--- config.mk ---
export PLATFORM = sky130hd
export DESIGN_NAME = multicycle_control_fsm
export DESIGN_NICKNAME = d
export VERILOG_FILES = /design/src/rtl/multicycle_control_fsm.sv
export SDC_FILE = /design/constraint.sdc
export NUM_CORES = 1
export LEC_CHECK = 0
export BUFFER_PORTS_ARGS = -buffer_cell sky130_fd_sc_hd__buf_2
export CORE_ASPECT_RATIO = 0.9
export CORE_MARGIN = 2
export CORE_UTILIZATION = 40
export CTS_CLUSTER_SIZE = 30
export DETAILED_ROUTE_END_ITERATION = 10
export PLACE_DENSITY = 0.65
export SETUP_SLACK_MARGIN = 0.5
export SLEW_MARGIN = 25
export SYNTH_ARGS = -nofsm -noshare
export SYNTH_HDL_FRONTEND = slang
export SYNTH_SLANG_ARGS = --single-unit
--- constraint.sdc ---
create_clock -name clk -period 2.25 [get_ports clk]
set_clock_uncertainty 0.1 [all_clocks]
set_input_delay 0.225 -clock clk [delete_from_list [all_inputs] [get_ports clk]]
set_output_delay 0.225 -clock clk [all_outputs]
set_load 0.02 [all_outputs]
--- src/rtl/multicycle_control_fsm.sv ---
// Multicycle MIPS controller: steps a shared-memory datapath through
// fetch/decode/execute/memory/writeback and counts retired instructions.
module multicycle_control_fsm #(
  parameter int unsigned COUNT_WIDTH = 32
) (
  input  logic                   clk,
  input  logic                   rst,
  input  logic [5:0]             opcode,
  input  logic [5:0]             funct,
  input  logic                   mem_ready,
  output logic                   mem_req,
  output logic                   i_or_d,
  output logic                   mem_write,
  output logic                   ir_write,
  output logic                   pc_write,
  output logic                   pc_write_cond,
  output logic [1:0]             pc_src,
  output logic                   alu_src_a,
  output logic [1:0]             alu_src_b,
  output logic [2:0]             alu_control,
  output logic                   reg_dst,
  output logic                   mem_to_reg,
  output logic                   reg_write,
  output logic                   illegal_op,
  output logic [3:0]             state,
  output logic [COUNT_WIDTH-1:0] instr_count
);

  localparam logic [5:0] OP_RTYPE = 6'b000000;
  localparam logic [5:0] OP_LW    = 6'b100011;
  localparam logic [5:0] OP_SW    = 6'b101011;
  localparam logic [5:0] OP_BEQ   = 6'b000100;
  localparam logic [5:0] OP_ADDI  = 6'b001000;
  localparam logic [5:0] OP_J     = 6'b000010;

  typedef enum logic [3:0] {
    S_FETCH  = 4'd0,
    S_DECODE = 4'd1,
    S_MEMADR = 4'd2,
    S_MEMRD  = 4'd3,
    S_MEMWB  = 4'd4,
    S_MEMWR  = 4'd5,
    S_EXEC   = 4'd6,
    S_ALUWB  = 4'd7,
    S_BRANCH = 4'd8,
    S_ADDIEX = 4'd9,
    S_ADDIWB = 4'd10,
    S_JUMP   = 4'd11
  } state_t;

  state_t                   state_q, state_d;
  logic                     out_en;
  logic                     is_store_q, is_store_d;
  logic                     retire;
  logic                     funct_ok;
  logic                     op_legal;
  logic [2:0]               funct_alu;
  logic [COUNT_WIDTH-1:0]   count_q;

  always_comb begin
    funct_ok  = 1'b1;
    funct_alu = 3'b010;
    case (funct)
      6'b100000: funct_alu = 3'b010;
      6'b100010: funct_alu = 3'b110;
      6'b100100: funct_alu = 3'b000;
      6'b100101: funct_alu = 3'b001;
      6'b101010: funct_alu = 3'b111;
      default:   funct_ok  = 1'b0;
    endcase
  end

  always_comb begin
    case (opcode)
      OP_RTYPE:                           op_legal = funct_ok;
      OP_LW, OP_SW, OP_BEQ, OP_ADDI, OP_J: op_legal = 1'b1;
      default:                            op_legal = 1'b0;
    endcase
  end

  // out_en holds everything quiet until the first edge after reset release,
  // and its async clear is what drops mem_write the instant reset asserts.
  always_ff @(posedge clk or negedge rst) begin
    if (!rst) begin
      state_q    <= S_FETCH;
      out_en     <= 1'b0;
      is_store_q <= 1'b0;
      count_q    <= '0;
    end else begin
      out_en     <= 1'b1;
      state_q    <= state_d;
      is_store_q <= is_store_d;
      if (retire) count_q <= count_q + COUNT_WIDTH'(1);
    end
  end

  always_comb begin
    state_d    = state_q;
    is_store_d = is_store_q;
    retire     = 1'b0;
    if (!out_en) begin
      state_d = S_FETCH;
    end else begin
      case (state_q)
        S_FETCH:  if (mem_ready) state_d = S_DECODE;
        S_DECODE: begin
          is_store_d = (opcode == OP_SW);
          if (!op_legal)                           state_d = S_FETCH;
          else if (opcode == OP_LW || opcode == OP_SW) state_d = S_MEMADR;
          else if (opcode == OP_RTYPE)             state_d = S_EXEC;
          else if (opcode == OP_BEQ)               state_d = S_BRANCH;
          else if (opcode == OP_ADDI)              state_d = S_ADDIEX;
          else                                     state_d = S_JUMP;
        end
        S_MEMADR: state_d = is_store_q ? S_MEMWR : S_MEMRD;
        S_MEMRD:  if (mem_ready) state_d = S_MEMWB;
        S_MEMWB:  begin state_d = S_FETCH; retire = 1'b1; end
        S_MEMWR:  if (mem_ready) begin state_d = S_FETCH; retire = 1'b1; end
        S_EXEC:   state_d = S_ALUWB;
        S_ALUWB:  begin state_d = S_FETCH; retire = 1'b1; end
        S_BRANCH: begin state_d = S_FETCH; retire = 1'b1; end
        S_ADDIEX: state_d = S_ADDIWB;
        S_ADDIWB: begin state_d = S_FETCH; retire = 1'b1; end
        S_JUMP:   begin state_d = S_FETCH; retire = 1'b1; end
        default:  state_d = S_FETCH;
      endcase
    end
  end

  always_comb begin
    mem_req       = 1'b0;
    i_or_d        = 1'b0;
    mem_write     = 1'b0;
    ir_write      = 1'b0;
    pc_write      = 1'b0;
    pc_write_cond = 1'b0;
    pc_src        = '0;
    alu_src_a     = 1'b0;
    alu_src_b     = '0;
    alu_control   = '0;
    reg_dst       = 1'b0;
    mem_to_reg    = 1'b0;
    reg_write     = 1'b0;
    illegal_op    = 1'b0;
    if (out_en && state_q <= S_JUMP) alu_control = 3'b010;
    if (out_en) begin
      case (state_q)
        S_FETCH: begin
          mem_req   = 1'b1;
          alu_src_b = 2'b01;
          ir_write  = mem_ready;
          pc_write  = mem_ready;
        end
        S_DECODE: begin
          alu_src_b  = 2'b11;
          illegal_op = ~op_legal;
        end
        S_MEMADR: begin
          alu_src_a = 1'b1;
          alu_src_b = 2'b10;
        end
        S_MEMRD: begin
          mem_req = 1'b1;
          i_or_d  = 1'b1;
        end
        S_MEMWB: begin
          reg_write  = 1'b1;
          mem_to_reg = 1'b1;
        end
        S_MEMWR: begin
          mem_req   = 1'b1;
          i_or_d    = 1'b1;
          mem_write = 1'b1;
        end
        S_EXEC: begin
          alu_src_a   = 1'b1;
          alu_control = funct_alu;
        end
        S_ALUWB: begin
          reg_write = 1'b1;
          reg_dst   = 1'b1;
        end
        S_BRANCH: begin
          alu_src_a     = 1'b1;
          alu_control   = 3'b110;
          pc_src        = 2'b01;
          pc_write_cond = 1'b1;
        end
        S_ADDIEX: begin
          alu_src_a = 1'b1;
          alu_src_b = 2'b10;
        end
        S_ADDIWB: reg_write = 1'b1;
        S_JUMP: begin
          pc_src   = 2'b10;
          pc_write = 1'b1;
        end
        default: ;
      endcase
    end
  end

  assign state       = state_q;
  assign instr_count = count_q;

endmodule

==> metrics.yaml, run 1 <==
status: "complete, no violations"
avgSynthCellArea_um2: 9.522
path_cells: "and2b_2, nand2_2, nor2_2, or2_2, buf_4"
initial_core_util_pct: 41.61
die_y_um: 74.35
synthTopCellsByArea: "dfrtp_1 (43%), xnor2_1 (11%), nand4_1 (4.0%)"
clk_pin_slew_ps: 70
p_leak_nw: 1.635
root_buffer: "clkbuf_8"
clock.fmax_ghz: 0.5214
power.switching_mw: 0.3516
antenna_found_initial: 0
synth_nets: 247
gr-usage-all-layers_pct: 19.30
period_share_pct: 85.24
final_cells: 402
fp.dieW_um: 82.17
maxSlewViolCount: 0
vdd_drop_max_mv: 0.3277
finalCriticalPeriod_ps: 1918
synth-main-ff-cell: "dfrtp_1"
hold_viol: 0
ant_nets: 0
drcViolationCount: 0
vias: 2178
first_pass_iters: 6
synthesis.instances: 231
grt_max_degree: 39
syn_to_final_growth_pct: 54.89
gr-total-overflow: 0
synth_area_leader_cell: "dfrtp_1"
clkPwrFrac_pct: 33.5
pwr-share-seq_pct: 52.3
grt_setup_unrepaired: "true"
io_buffers: 68
clock_sinks: 38
startpoint_type: "flop"
numCtsBuffers: 5
switching_share_pct: 26.22
worstSetupPathType: "reg -> out"
numPlacedInstances: 360
finalPower_mw: 1.341
fin_tns_setup_ps: 0
seq_area_frac_synth_pct: 43.23
ys_warn_count: 0
synth_commonest_cells: "dfrtp_1 (38), xnor2_1 (28), nor2_1 (20)"
synth_most_common_cell: "dfrtp_1"
async_reset_ff_share_pct: 100.0
rows: 25
clk_latency_ps: 290
slew_headroom_pct: 45.46
die_area_um2: 6109
vias_per_cell: 5.418
drt_wl_total_mm: 6.245
p_comb_share_pct: 14.2
slowest_delay_ps: 450
synth_cell_types: 47
cp.arrival_ps: 1590
cts-htree-levels: 2
worst_slew_pin_slew_ps: 818.0
path_buf_inv: 1
gp_congestion: 0.8158
io_pins: 69
worst_path_max_delay_cell: "dfrtp_2"
drt_iter0_markers: 160
grt_pass1_vias: 1890
drive_above_1_share_pct: 53.43
cp_max_fo: 6
core_area_um2: 5286
cts_tree: "done"
synthesis.area_um2: 2200
ys_seq_elements: 38
crit_required_ps: 1920
hpwl_mm: 3.756
wl_per_cell_um: 15.53
grt_pass1_wl_mm: 9.045
p_int_mw: 0.9892
synth_edf_count: 0
finalSetupViolCount: 0
pwr_density_cell_nw_per_um2: 393.5
n_antenna_cell: 0
yosys.area.top_type_share_pct: 43.23
layout.nets: 350
end_kind: "output pin"
cp_top_family: "simple AND/OR/NAND/NOR gates"
min_path_type: "in -> reg"
cts_max_path_buffers: 2
drv_cap: 0
-- metrics by stage --
step	utilization [%]	hold WS (ps)	cell area, um2	worst slack [ps]
2_1_floorplan	-	-170.6	2283	430.5
3_3_place_gp	50.60	276.9	2675	148.2
3_5_place_dp	50.60	272.0	2675	127.1
4_1_cts	58.25	149.2	3079	372.8
5_1_grt	64.45	188.9	3407	270.4
6_report	64.45	173.8	3407	332.0
-- flip-flops by register name (all words and copies together) (netlist names) --
register / count
instr_count: 32
state: 4
out_en: 1
is_store_q: 1
-- metal layers --
layer | routed length [um] | vias up | global-route usage, %
met3 | 388 | 15 | 4.005
met2 | 2806 | 76 | 28.36
met1 | 2910 | 1057 | 29.01
met5 | 0 | - | 0
li1 | - | 1030 | -
met4 | 140 | 0 | 5.000
-- power groups by stage --
stage / Combinational (mW) / Sequential, mW / Clock [mW]
after floorplan: 0.0679 / 0.720 / 0
after global placement: 0.129 / 0.716 / 0
after detailed placement: 0.130 / 0.716 / 0
after CTS: 0.161 / 0.702 / 0.462
after global routing: 0.206 / 0.702 / 0.495
final: 0.190 / 0.702 / 0.449
-- kinds of logic (layout without fill, tap and decap cells) --
| family | count (synthesis) | count (layout) | synth area share, % |
|---|---|---|---|
| simple gates | 118 | 119 | 31.00 |
| other cells | 1 | 1 | 0.1705 |
| flops | 38 | 38 | 43.23 |
| buf+inv | 14 | 117 | 2.901 |
| xor+xnor | 33 | 33 | 13.14 |
| mux | 2 | 2 | 0.9670 |
| compound gates | 24 | 24 | 8.021 |
| fa+ha+maj | 1 | 1 | 0.5687 |
-- timing repair --
item,in CTS,in global routing
endpoints found under the setup margin,42,45
buffers inserted,18,12
gates cloned,1,2
pin swaps,15,29
hold buffers,1,0
gates resized for setup,41,50
hold endpoints to repair,38,0
-- worst reg2reg max path: stages (launching register included) --
cell	delay, ps
dfrtp_2	450
and2b_4	330
a21oi_4	120
nor4b_4	280
buf_6	200
nand4_1	120
xnor2_1	160
-- area by class of cell --
type | count | area [um2]
clock inverters | 2 | 10.01
well taps | 67 | 83.83
clock buffers | 6 | 72.57
repair buffers | 106 | 750.7
inverters | 3 | 11.26
fillers | 430 | 1879
flip-flops and latches | 38 | 967.2
multi-input cells | 180 | 1511
-- final timing paths --
kind                                       from               to  cells after the start  slack, ps
worst max-delay path                   state[3]         pc_write                      5        330
worst min-delay path                  opcode[3]       is_store_q                      2        170
worst max register to register         state[3]  instr_count[31]                      6        390
worst min register to register  instr_count[31]  instr_count[31]                      1        370
max in group asynchronous                   rst   instr_count[0]                      2       1000
min in group asynchronous                   rst  instr_count[27]                      2        460
-- layout by cell type (no fill, tap or decap), types with 4 or more instances in the layout --
master | netlist | routed
buf_2 | 3 | 54
buf_4 | 2 | 32
dfrtp_1 | 38 | 25
xnor2_1 | 28 | 24
nor2_1 | 20 | 16
buf_6 | 0 | 15
nand4_1 | 14 | 14
dfrtp_2 | 0 | 13
nand2_1 | 16 | 10
nand3_1 | 16 | 9
and3_1 | 7 | 6
a21oi_1 | 5 | 5
xor2_1 | 5 | 5
clkbuf_8 | 0 | 5
nand2_2 | 0 | 4
nand2b_4 | 0 | 4
and2_1 | 4 | 4
nand2b_1 | 9 | 4
nand3_2 | 0 | 4
xnor2_2 | 0 | 4
(Power assumes the default switching activity.)
==> inputs of run 2 (changes only) <==
--- a/config.mk
+++ b/config.mk
@@ -6,11 +6,12 @@
 export NUM_CORES = 1
 export LEC_CHECK = 0
 export BUFFER_PORTS_ARGS = -buffer_cell sky130_fd_sc_hd__buf_2
-export CORE_ASPECT_RATIO = 0.9
+export CORE_ASPECT_RATIO = 1.2
 export CORE_MARGIN = 2
 export CORE_UTILIZATION = 40
 export CTS_CLUSTER_SIZE = 30
 export DETAILED_ROUTE_END_ITERATION = 10
+export GPL_TIMING_DRIVEN = 0
 export PLACE_DENSITY = 0.65
 export SETUP_SLACK_MARGIN = 0.5
 export SLEW_MARGIN = 25
==> run 2 against run 1 <==
Hold slack got worse by 33 ps. Wire length increased by 1.2%. Largest cell class unchanged. First-iteration DRC count decreased by 45%. Via count decreased by 1.3%. Utilization increased by 3.3 points. Critical endpoint unchanged. Maximum frequency decreased by 1.4%. Cell area increased by 5.4%.
==> metrics.yaml, run 2 (synthesis gave the netlist of run 1 again) <==
min_path_type: "in -> reg"  # unchanged
gr-usage-all-layers_pct: 19.70  # was 19.30%
largest_reg_flops: 32  # unchanged
worstHoldStart: "opcode[3]"  # unchanged
finalCriticalPeriod_ps: 1946  # was 1918 ps
n_antenna_cell: 0  # unchanged
hold_slack_ps: 140.4  # was 173.8 ps
root_buffer: "clkbuf_8"  # unchanged
crit_start: "state[1]"  # was state[3]
cts-htree-levels: 2  # unchanged
grt_setup_unrepaired: "true"  # unchanged
pwr_density_cell_nw_per_um2: 414.7  # was 393.5 nW/um2
regToRegStartpoint: "state[3]"  # unchanged
final_common_cell: "buf_2"  # unchanged
io_pins: 69  # unchanged
seqCellArea_um2: 968.4  # was 967.2 um2
worst_slew_pin_slew_ps: 841.0  # was 818.0 ps
power.switching_mw: 0.3542  # was 0.3516 mW
hold_viol: 0  # unchanged
cp.arrival_ps: 1620  # was 1590 ps
rows: 29  # was 25
numCtsBuffers: 5  # unchanged
die_area_um2: 6111  # was 6109 um2
finalInstanceArea_um2: 3590  # was 3407 um2
maxSlewViolCount: 0  # unchanged
io_buffers: 68  # unchanged
crit_required_ps: 1920  # about the same
layout_common_cells: "buf_2 (53), buf_4 (25), dfrtp_1 (24)"  # was buf_2 (54), buf_4 (32), dfrtp_1 (25)
clkPwrFrac_pct: 40.3  # was 33.5%
multi_input_area_um2: 1630  # was 1511 um2
nFillCells: 403  # was 430
clock_sinks: 38  # unchanged
gr-total-overflow: 0  # unchanged
placed_area_um2: 2701  # was 2675 um2
grt_pass1_vias: 2004  # was 1890
hpwl_mm: 3.819  # was 3.756 mm
antenna_found_initial: 0  # unchanged
drt_iter0_markers: 88  # was 160
worstSetupPathType: "reg -> out"  # unchanged
clock.fmax_ghz: 0.5139  # was 0.5214 GHz
final_cells: 399  # was 402
switching_share_pct: 23.79  # was 26.22%
cts_tree: "done"  # unchanged
rrSetupSlack_ps: 330  # was 390 ps
wl_per_cell_um: 15.84  # was 15.53 um
fin_tns_setup_ps: 0  # unchanged
first_pass_iters: 4  # was 6
drive_above_1_share_pct: 59.35  # was 53.43%
vias: 2149  # was 2178
p_leak_nw: 1.768  # was 1.635 nW
p_int_mw: 1.135  # was 0.9892 mW
period_share_pct: 86.48  # was 85.24%
startpoint_type: "flop"  # unchanged
drcViolationCount: 0  # unchanged
syn_to_final_growth_pct: 63.20  # was 54.89%
drt_wl_total_mm: 6.319  # was 6.245 mm
end_kind: "output pin"  # unchanged
finalSetupViolCount: 0  # unchanged
slew_headroom_pct: 43.94  # was 45.46%
status: "complete, no violations"  # unchanged
grt_max_degree: 39  # unchanged
fp.dieW_um: 71.70  # was 82.17 um
drv_cap: 0  # unchanged
p_comb_share_pct: 12.6  # was 14.2%
grt_pass1_wl_mm: 9.542  # was 9.045 mm
initial_core_util_pct: 41.52  # was 41.61%
clk_latency_ps: 300  # was 290 ps
layout.nets: 352  # was 350
pwr-share-seq_pct: 47.1  # was 52.3%
cts_max_path_buffers: 2  # unchanged
core_area_um2: 5298  # was 5286 um2
vias_per_cell: 5.386  # was 5.418
vdd_drop_max_mv: 0.5465  # was 0.3277 mV
numPlacedInstances: 361  # was 360
clk_pin_slew_ps: 70  # about the same
cp_max_fo: 7  # was 6
gp_congestion: 0.8391  # was 0.8158
ant_nets: 0  # unchanged
die_y_um: 85.24  # was 74.35 um
## run 2: changes by cell type in the layout (fill, tap and decap cells not counted), moves of 3 or more
cell / change
clkbuf_4: +3
buf_6: +7
nand2_1: -5
buf_4: -7
nand2_4: +3
xnor2_1: -6
xnor2_2: +5
clkbuf_8: +3
nand3_4: +3
## run 2: final cells by class
cell class / count / area share, %
Inverter: 3 / 0.3137
Timing Repair Buffer: 98 / 18.89
Clock inverter: 1 / 0.8365
Tap cell: 62 / 2.161
Clock buffer: 7 / 2.405
Buffer: 11 / 2.998
Multi-Input combinational cell: 179 / 45.42
Sequential cell: 38 / 26.98
## run 2: layer usage
metal | vias up | part of all wire, % | track usage (%)
li1 | 1032 | - | -
met1 | 1044 | 39 | 23.95
met2 | 61 | 55 | 34.60
met3 | 12 | 5.0 | 3.919
met4 | 0 | 1.6 | 6.518
met5 | - | 0 | 0
## run 2: per-stage QoR
step	worst slack, ps	utilization, %	power (mW)
after floorplan	430.5	-	0.7883
after global placement	270.7	50.99	0.8443
after detailed placement	274.7	50.99	0.8470
after CTS	289.4	61.86	1.482
after global routing	239.8	67.76	1.543
final	304.2	67.76	1.489
## run 2: timing repair
action / 4_1_cts / 5_1_grt
setup buffers: 20 / 6
endpoints found under the setup margin: 47 / 51
gates resized for setup: 78 / 56
pin swaps: 36 / 22
cloned: 3 / 0
hold endpoints to repair: 38 / 0
hold buffers: 1 / 0
## run 2: worst max-delay path: stages, from the launching register on
cell	delay (ps)
dfrtp_2	410
buf_6	140
buf_6	110
nor4_4	280
and2_4	180
or2_4	100
buf_6	100
## run 2: worst paths after layout
kind / to / depth (start not counted)
max reg2reg: instr_count[22] / 8
min in group asynchronous: instr_count[5] / 2
min: is_store_q / 2
min reg2reg: instr_count[31] / 1
max: pc_write / 6
max in group asynchronous: instr_count[0] / 2
## run 2: power groups by stage
stage / Sequential [mW] / Clock [mW] / Combinational (mW)
after floorplan: 0.720 / 0 / 0.0679
after global placement: 0.713 / 0 / 0.132
after detailed placement: 0.713 / 0 / 0.134
after CTS: 0.701 / 0.609 / 0.172
after global routing: 0.702 / 0.638 / 0.203
final: 0.701 / 0.601 / 0.187
